## config.mk

```make
export PLATFORM = sky130hd
export DESIGN_NAME = rr_arb3
export DESIGN_NICKNAME = d
export VERILOG_FILES = /design/src/rtl/rr_arb3_pkg.sv /design/src/rtl/rr_pick3.sv /design/src/rtl/rr_arb3.sv
export SDC_FILE = /design/constraint.sdc
export NUM_CORES = 1
export LEC_CHECK = 0
export CAP_MARGIN = 20
export CORE_MARGIN = 2
export CORE_UTILIZATION = 38
export CTS_CLUSTER_DIAMETER = 80
export DETAILED_ROUTE_END_ITERATION = 16
export GPL_ROUTABILITY_DRIVEN = 0
export PLACE_DENSITY_LB_ADDON = 0.1
export SYNTH_ARGS = -nofsm -noshare
export SYNTH_HDL_FRONTEND = slang
export SYNTH_SLANG_ARGS = --single-unit
```

## constraint.sdc

```tcl
create_clock -name clk -period 1.36 [get_ports clk]
set_input_delay 0.272 -clock clk [delete_from_list [all_inputs] [get_ports clk]]
set_output_delay 0.272 -clock clk [all_outputs]
set_load 0.03 [all_outputs]
```

## src/rtl/rr_arb3_pkg.sv

```systemverilog
// rr_arb3_pkg: shared encodings for the 3-way round-robin arbiter.
//   SEL_*   : mux select codes driven on rr_arb3.sel (2'b11 is never used)
//   IDX_*   : bit position of each requester in req/grant vectors
//   state_e : arbiter FSM states
//   onehot_to_sel : converts a one-hot grant into its mux select code
package rr_arb3_pkg;

    localparam int NUM_REQ = 3;

    localparam int IDX_A = 0;
    localparam int IDX_B = 1;
    localparam int IDX_C = 2;

    localparam logic [1:0] SEL_A = 2'b00;
    localparam logic [1:0] SEL_B = 2'b01;
    localparam logic [1:0] SEL_C = 2'b10;

    typedef enum logic {
        ST_IDLE = 1'b0,
        ST_BUSY = 1'b1
    } state_e;

    function automatic logic [1:0] onehot_to_sel(input logic [NUM_REQ-1:0] oh);
        logic [1:0] s;
        s = SEL_A;
        if (oh[IDX_B]) s = SEL_B;
        if (oh[IDX_C]) s = SEL_C;
        return s;
    endfunction

endpackage

```

## src/rtl/rr_pick3.sv

```systemverilog
// rr_pick3: combinational rotate-priority picker for three requesters.
//   req         : request vector (bit0 = A, bit1 = B, bit2 = C)
//   last        : select code of the most recent grantee; search starts after it
//   exclude     : requesters to ignore (the current grantee when forcing rotation)
//   pick_onehot : one-hot winner, 000 when nothing eligible
//   pick_any    : at least one eligible requester
module rr_pick3
    import rr_arb3_pkg::*;
(
    input  logic [NUM_REQ-1:0] req,
    input  logic [1:0]         last,
    input  logic [NUM_REQ-1:0] exclude,
    output logic [NUM_REQ-1:0] pick_onehot,
    output logic               pick_any
);

    logic [NUM_REQ-1:0] cand;

    assign cand     = req & ~exclude;
    assign pick_any = |cand;

    // The last grantee is scanned last, so it only wins when it is alone.
    always_comb begin
        pick_onehot = '0;
        case (last)
            SEL_A: begin
                if      (cand[IDX_B]) pick_onehot[IDX_B] = 1'b1;
                else if (cand[IDX_C]) pick_onehot[IDX_C] = 1'b1;
                else if (cand[IDX_A]) pick_onehot[IDX_A] = 1'b1;
            end
            SEL_B: begin
                if      (cand[IDX_C]) pick_onehot[IDX_C] = 1'b1;
                else if (cand[IDX_A]) pick_onehot[IDX_A] = 1'b1;
                else if (cand[IDX_B]) pick_onehot[IDX_B] = 1'b1;
            end
            default: begin
                if      (cand[IDX_A]) pick_onehot[IDX_A] = 1'b1;
                else if (cand[IDX_B]) pick_onehot[IDX_B] = 1'b1;
                else if (cand[IDX_C]) pick_onehot[IDX_C] = 1'b1;
            end
        endcase
    end

endmodule

```

## src/rtl/rr_arb3.sv

```systemverilog
// rr_arb3: round-robin arbiter sharing one 3:1 operand mux between A, B, C.
//   clk, rst  : clock; synchronous active-high reset
//   req       : request vector (bit0 = A, bit1 = B, bit2 = C)
//   a, b, c   : operands, must be stable while the owner is granted
//   grant     : registered one-hot grant, 000 when idle
//   sel       : registered mux select (00 A, 01 B, 10 C), holds while idle
//   out_data  : operand chosen by sel, one cycle behind grant
//   out_valid : out_data carries a granted operand
// A grantee may keep the path for MAX_HOLD consecutive cycles while others
// wait; with nobody waiting the hold counter saturates and the grant stays.
module rr_arb3
    import rr_arb3_pkg::*;
#(
    parameter int DATA_W   = 4,
    parameter int MAX_HOLD = 4
) (
    input  logic               clk,
    input  logic               rst,
    input  logic [NUM_REQ-1:0] req,
    input  logic [DATA_W-1:0]  a,
    input  logic [DATA_W-1:0]  b,
    input  logic [DATA_W-1:0]  c,
    output logic [NUM_REQ-1:0] grant,
    output logic [1:0]         sel,
    output logic [DATA_W-1:0]  out_data,
    output logic               out_valid
);

    localparam logic [3:0] MAX_H = 4'(MAX_HOLD);

    state_e             state, state_nxt;
    logic [3:0]         hold_cnt, hold_nxt;
    logic [1:0]         last, last_nxt;
    logic [NUM_REQ-1:0] grant_nxt;
    logic [1:0]         sel_nxt;
    logic [NUM_REQ-1:0] pick_onehot;
    logic               pick_any;
    logic               cur_held;
    logic               take_pick;
    logic [DATA_W-1:0]  op_mux;

    // Excluding the current grantee only matters on forced rotation; when
    // the grantee has dropped req it is already absent from the candidates.
    rr_pick3 u_pick (
        .req         (req),
        .last        (last),
        .exclude     (grant),
        .pick_onehot (pick_onehot),
        .pick_any    (pick_any)
    );

    assign cur_held = |(req & grant);

    always_comb begin
        state_nxt = state;
        hold_nxt  = hold_cnt;
        last_nxt  = last;
        grant_nxt = grant;
        sel_nxt   = sel;
        take_pick = 1'b0;

        case (state)
            ST_IDLE: begin
                take_pick = pick_any;
            end
            ST_BUSY: begin
                if (cur_held) begin
                    if (hold_cnt < MAX_H) begin
                        hold_nxt = hold_cnt + 4'd1;
                    end else begin
                        // Quota used up: rotate only if someone else waits,
                        // otherwise keep the grant with the counter pinned.
                        take_pick = pick_any;
                    end
                end else if (pick_any) begin
                    take_pick = 1'b1;
                end else begin
                    state_nxt = ST_IDLE;
                    grant_nxt = '0;
                end
            end
            default: begin
                state_nxt = ST_IDLE;
                grant_nxt = '0;
            end
        endcase

        if (take_pick) begin
            state_nxt = ST_BUSY;
            grant_nxt = pick_onehot;
            sel_nxt   = onehot_to_sel(pick_onehot);
            last_nxt  = onehot_to_sel(pick_onehot);
            hold_nxt  = 4'd1;
        end
    end

    always_ff @(posedge clk) begin
        if (rst) begin
            state    <= ST_IDLE;
            hold_cnt <= '0;
            last     <= SEL_C;
            grant    <= '0;
            sel      <= SEL_A;
        end else begin
            state    <= state_nxt;
            hold_cnt <= hold_nxt;
            last     <= last_nxt;
            grant    <= grant_nxt;
            sel      <= sel_nxt;
        end
    end

    always_comb begin
        case (sel)
            SEL_A:   op_mux = a;
            SEL_B:   op_mux = b;
            SEL_C:   op_mux = c;
            default: op_mux = a;
        endcase
    end

    always_ff @(posedge clk) begin
        if (rst) begin
            out_valid <= 1'b0;
            out_data  <= '0;
        end else begin
            out_valid <= |grant;
            if (|grant) out_data <= op_mux;
        end
    end

endmodule
```

After elaboration in Yosys (flattened, before gate mapping). Cells that the tools add are included.

Register bits after elaboration: 17. Input port bits: 17. Logic and storage cells: 58.

Add/sub/neg operators: 1. Magnitude comparators: 1. Equality and inequality tests: 5. Multiplexer cells: 28. Bitwise gates (word level): 4. Reductions and logical operators: 11.

Operators with widths (count): 1-bit two-way mux (18); 3-bit two-way mux (4); 3-bit AND reduction (3); 3-bit OR reduction (3); 4-bit case mux with 2 select lines (1); 3-bit AND (2); 2-bit two-way mux (3); 3-bit case mux with 2 select lines (1); 2-bit nonzero test (3); 4-bit by 1-bit adder with 4-bit output (second input constant) (1); 2-bit by 1-bit equality test with 1-bit output (second input constant) (2); 4-bit by 3-bit < comparator with 1-bit output (second input constant) (1); 2-bit by 1-bit inequality test with 1-bit output (second input constant) (2); 3-bit NOT (1); 2-bit equality test (second input constant) (1); 2-bit logical NOT (1); 1-bit case mux with 2 select lines (1); 2-bit OR reduction (1); 1-bit NOT (1).

Logic depth before layout (Yosys ltp).
Depth after elaboration: 8. Mapped depth: 6.

Cells and area by module. From an unflattened synthesis, not the netlist that was laid out.

Cell total of the unflattened synthesis: 90. Area, all modules: 825.8 um^2.

By module, submodules not included: rr_arb3 (times used 1, cells each 77, area an instance 726.9 um^2); rr_pick3 (times used 1, cells each 13, area an instance 98.8 um^2).

Worst setup path before layout. OpenSTA, ideal clock, no wires.

Path type: register to register. From: register grant[0]. To: register grant[1]. Setup time: 0.070 ns. Data arrival time: 1.585 ns. Data required time: 1.290 ns. Path slack: -0.295 ns. Cell stages (with the launch flop): 5. Buffers on the path: 0. Clock period less this slack: 1.655 ns. Path through: dfxtp_1 nor2b_1 or3_1 a221oi_1 o2bb2ai_1.

Cells in the longest elaborated chain, start to end: 8. Elaborated cells between the ends (all ways): 18. Those cells by class: eq/ne: 2; mux: 9; bitwise: 3; reduce/logical: 4.

RTL lines: start, declared (line rr_arb3.sv:23) `output logic [NUM_REQ-1:0] grant,`; start signal, assigned (line rr_arb3.sv:108) `grant <= grant_nxt;`; 3-bit NOT (line rr_pick3.sv:19) `assign cand = req & ~exclude;`; 3-bit AND (line rr_pick3.sv:19); 3-bit OR reduction (line rr_pick3.sv:20) `assign pick_any = |cand;`; 1-bit two-way mux (on tied branches) (line rr_arb3.sv:75, rr_arb3.sv:68); 1-bit two-way mux (line rr_arb3.sv:67) `if (cur_held) begin`; 1-bit case mux with 2 select lines (line rr_arb3.sv:62) `case (state)`; 2-bit by 1-bit inequality test with 1-bit output (no source line) / 2-bit nonzero test (equally long branches); 3-bit AND reduction (no source line).

Parallel ways exist; a longest one is shown, timed or not. A chain may end at the register's enable or synchronous reset.

Worst setup path in the final report.
From: register grant[0]. To: register grant[2].

Same word-level chain as after synthesis.

==> results.sh <==
export IMPL_syn_cell_area_um2=746
export IMPL_power_leakage_uw=0.000530
export IMPL_yosysSeqAreaShare_pct=43.0
export IMPL_first_global_vias=829
export IMPL_grt_first_pass_wirelength_um=3780
export IMPL_hold_slack_ns=0.480
export IMPL_fp_coreArea_um2=1900
export IMPL_power_uw=1440
export IMPL_num_rows=16
export IMPL_drc=0
export IMPL_vias=825
export IMPL_dieArea_um2=2330
export IMPL_crit_path_end_kind="flip-flop"
export IMPL_post_synth_num_cell_types=27
export IMPL_syn_to_final_growth_pct=73.0
export IMPL_dp_cells=152
export IMPL_critical_path_class="reg2reg"
export IMPL_finalSetupTns_ns=-0.200
export IMPL_antennaDiodeCount=0
export IMPL_wl_per_cell_um=14.2
export IMPL_yosys_warnings=0
export IMPL_fin_crit_ns=1.45
export IMPL_max_slew_margin_pct=75.7
export IMPL_grt_max_degree=12
export IMPL_synthCells=86
export IMPL_layout_common_cells="buf_4 (16), clkdlybuf4s50_1 (13), dfxtp_1 (11)"
export IMPL_required_ns=1.58
export IMPL_drive_gt1_share_pct=36.9
export IMPL_cp_slowest_cell="dfxtp_4"
export IMPL_final_hold_violation_count=0
export IMPL_drtAntennaViolNets=0
export IMPL_vias_per_cell=5.25
export IMPL_die_y_um=48.3
export IMPL_synth_net_count=106
export IMPL_cp_slowest_stage_delay_ns=0.38
export IMPL_worstMarginPinSlew_ns=0.364
export IMPL_drv_slew=0
export IMPL_fin_cells=157
export IMPL_ir_drop_v=0.000611
export IMPL_crit_fanout=4
export IMPL_period_share_pct=106
export IMPL_antenna_found_initial=0
export IMPL_fin_ws_ns=-0.0884
export IMPL_hold_class="reg2reg"
export IMPL_cap_violations=0
export IMPL_power_density_nw_per_um2=1110
export IMPL_hpwl_um=1570
export IMPL_cts_buffers=3
export IMPL_ctsHtreeMaxLevel=1
export IMPL_clock_latency_ns=0.29
export IMPL_arrival_ns=1.67
export IMPL_cts_root_buffer="clkbuf_4"
export IMPL_cts_tree="yes"
export IMPL_critical_path_startpoint_type="flip-flop"
export IMPL_final_common_cell="buf_4"
export IMPL_max_freq_mhz=690
export IMPL_initial_core_util_pct=39.2
export IMPL_dieWidth_um=48.3
export IMPL_fin_nets=151
export IMPL_setup_viol=4
export IMPL_clk_pin_slew_ns=0.09
export IMPL_rsz0062_at_grt="true"
export IMPL_drtPass1Iterations=5
export IMPL_crit_chain="a222oi_1 -> buf_4 -> or2_4 -> nand4_1 -> o2bb2ai_1"
export IMPL_final_core_utilization_pct=67.8
export IMPL_ys_ff_latch=16
export IMPL_cts_buffer_depth=2
export IMPL_syn_area_per_cell_um2=8.67
export IMPL_port_buffers=26
export IMPL_finalClockSkew_ns=0.00552
export IMPL_outcome="finished with violations"
export IMPL_pin_count=27
export IMPL_grt_usage_pct=20.7
export IMPL_violations="negative setup slack"
export IMPL_cts_sinks=16
export IMPL_grt_overflow=0
export IMPL_drt_initial_drc_count=17
export IMPL_wl_um=2230
-- stage by stage --
step	instance area, µm²	worst slack (ns)
final	1290	-0.0884
after floorplan	753	-0.126
after global placement	1150	-0.429
after global routing	1290	-0.201
after detailed placement	1150	-0.450
after CTS	1260	-0.0492
-- worst max-delay path: cells and delay by family (launching register included) --
kind	cells	cell delay, ns
AOI/OAI and AO/OA	2	0.50
buffers and inverters	1	0.19
DFF	1	0.38
and+or+nand+nor	2	0.30
-- flip-flops by register name, indices dropped and copies added, names as in the netlist --
name,count
last,1
grant,3
sel,2
out_valid,1
out_data,4
state,1
hold_cnt,4
-- power breakdown --
part	switching (µW)	internal (µW)	leakage, µW
Clock	152	163	0.0000210
Combinational	285	277	0.000376
Sequential	40.4	520	0.000134
Total	478	960	0.000530
-- cells by family after synthesis --
kind of cell,synth area share [%]
adders and majority gates,5.03
DFF,43.0
buffers and inverters,3.02
and+or+nand+nor,26.0
AOI/OAI and AO/OA,23.0
-- layout make-up --
cell class | instances | area [µm²]
Inverter | 2 | 7.51
Fill cell | 163 | 612
Multi-Input combinational cell | 65 | 507
Tap cell | 27 | 33.8
Sequential cell | 16 | 332
Clock buffer | 4 | 36.3
Timing Repair Buffer | 43 | 374
-- worst paths after layout --
check	from	to	slack [ns]	depth (start not counted)
setup reg to reg	grant[0]$_SDFFE_PP0P_	grant[2]$_SDFFE_PP0P_	-0.09	5
setup / recovery	grant[0]$_SDFFE_PP0P_	grant[2]$_SDFFE_PP0P_	-0.09	5
hold / removal	hold_cnt[3]$_SDFFE_PP0P_	hold_cnt[3]$_SDFFE_PP0P_	0.48	1
hold reg to reg	hold_cnt[3]$_SDFFE_PP0P_	hold_cnt[3]$_SDFFE_PP0P_	0.48	1
-- synth_stat cells --
master / instances / share of area [%]
nand3_1: 2 / 1.3
a21oi_1: 10 / 6.7
o32ai_1: 1 / 1.2
clkbuf_1: 2 / 1.0
ha_1: 3 / 5.0
buf_4: 1 / 1.0
or3b_1: 1 / 1.2
o21ai_0: 1 / 0.67
a22oi_1: 1 / 1.0
nor2b_1: 7 / 5.9
or2_1: 1 / 0.84
nand4_1: 1 / 0.84
nor2_1: 7 / 3.5
nand2b_1: 1 / 0.84
a221oi_1: 5 / 5.9
nand3b_1: 1 / 1.0
o211ai_1: 2 / 2.0
or3_1: 1 / 0.84
nor3b_1: 2 / 2.0
o22ai_1: 1 / 0.84
nor3_1: 7 / 4.7
dfxtp_1: 16 / 43
inv_1: 2 / 1.0
o2bb2ai_1: 2 / 2.3
a211oi_1: 1 / 1.0
nand2_1: 6 / 3.0
a222oi_1: 1 / 1.3
-- routing by layer --
layer,routed length [µm],track usage (%),vias up
met1,913,23.7,380
met4,14,8.57,0
met5,0,0,-
li1,-,-,411
met3,148,4.94,2
met2,1160,36.8,32
-- repair_timing --
item / CTS / global route
resized for setup: 34 / 11
setup buffers: 1 / 1
hold buffers: 0 / 0
setup endpoints to repair: 21 / 17
gates cloned: 0 / 0
pin swaps: 10 / 10
Power figures use the tool's default switching activity.
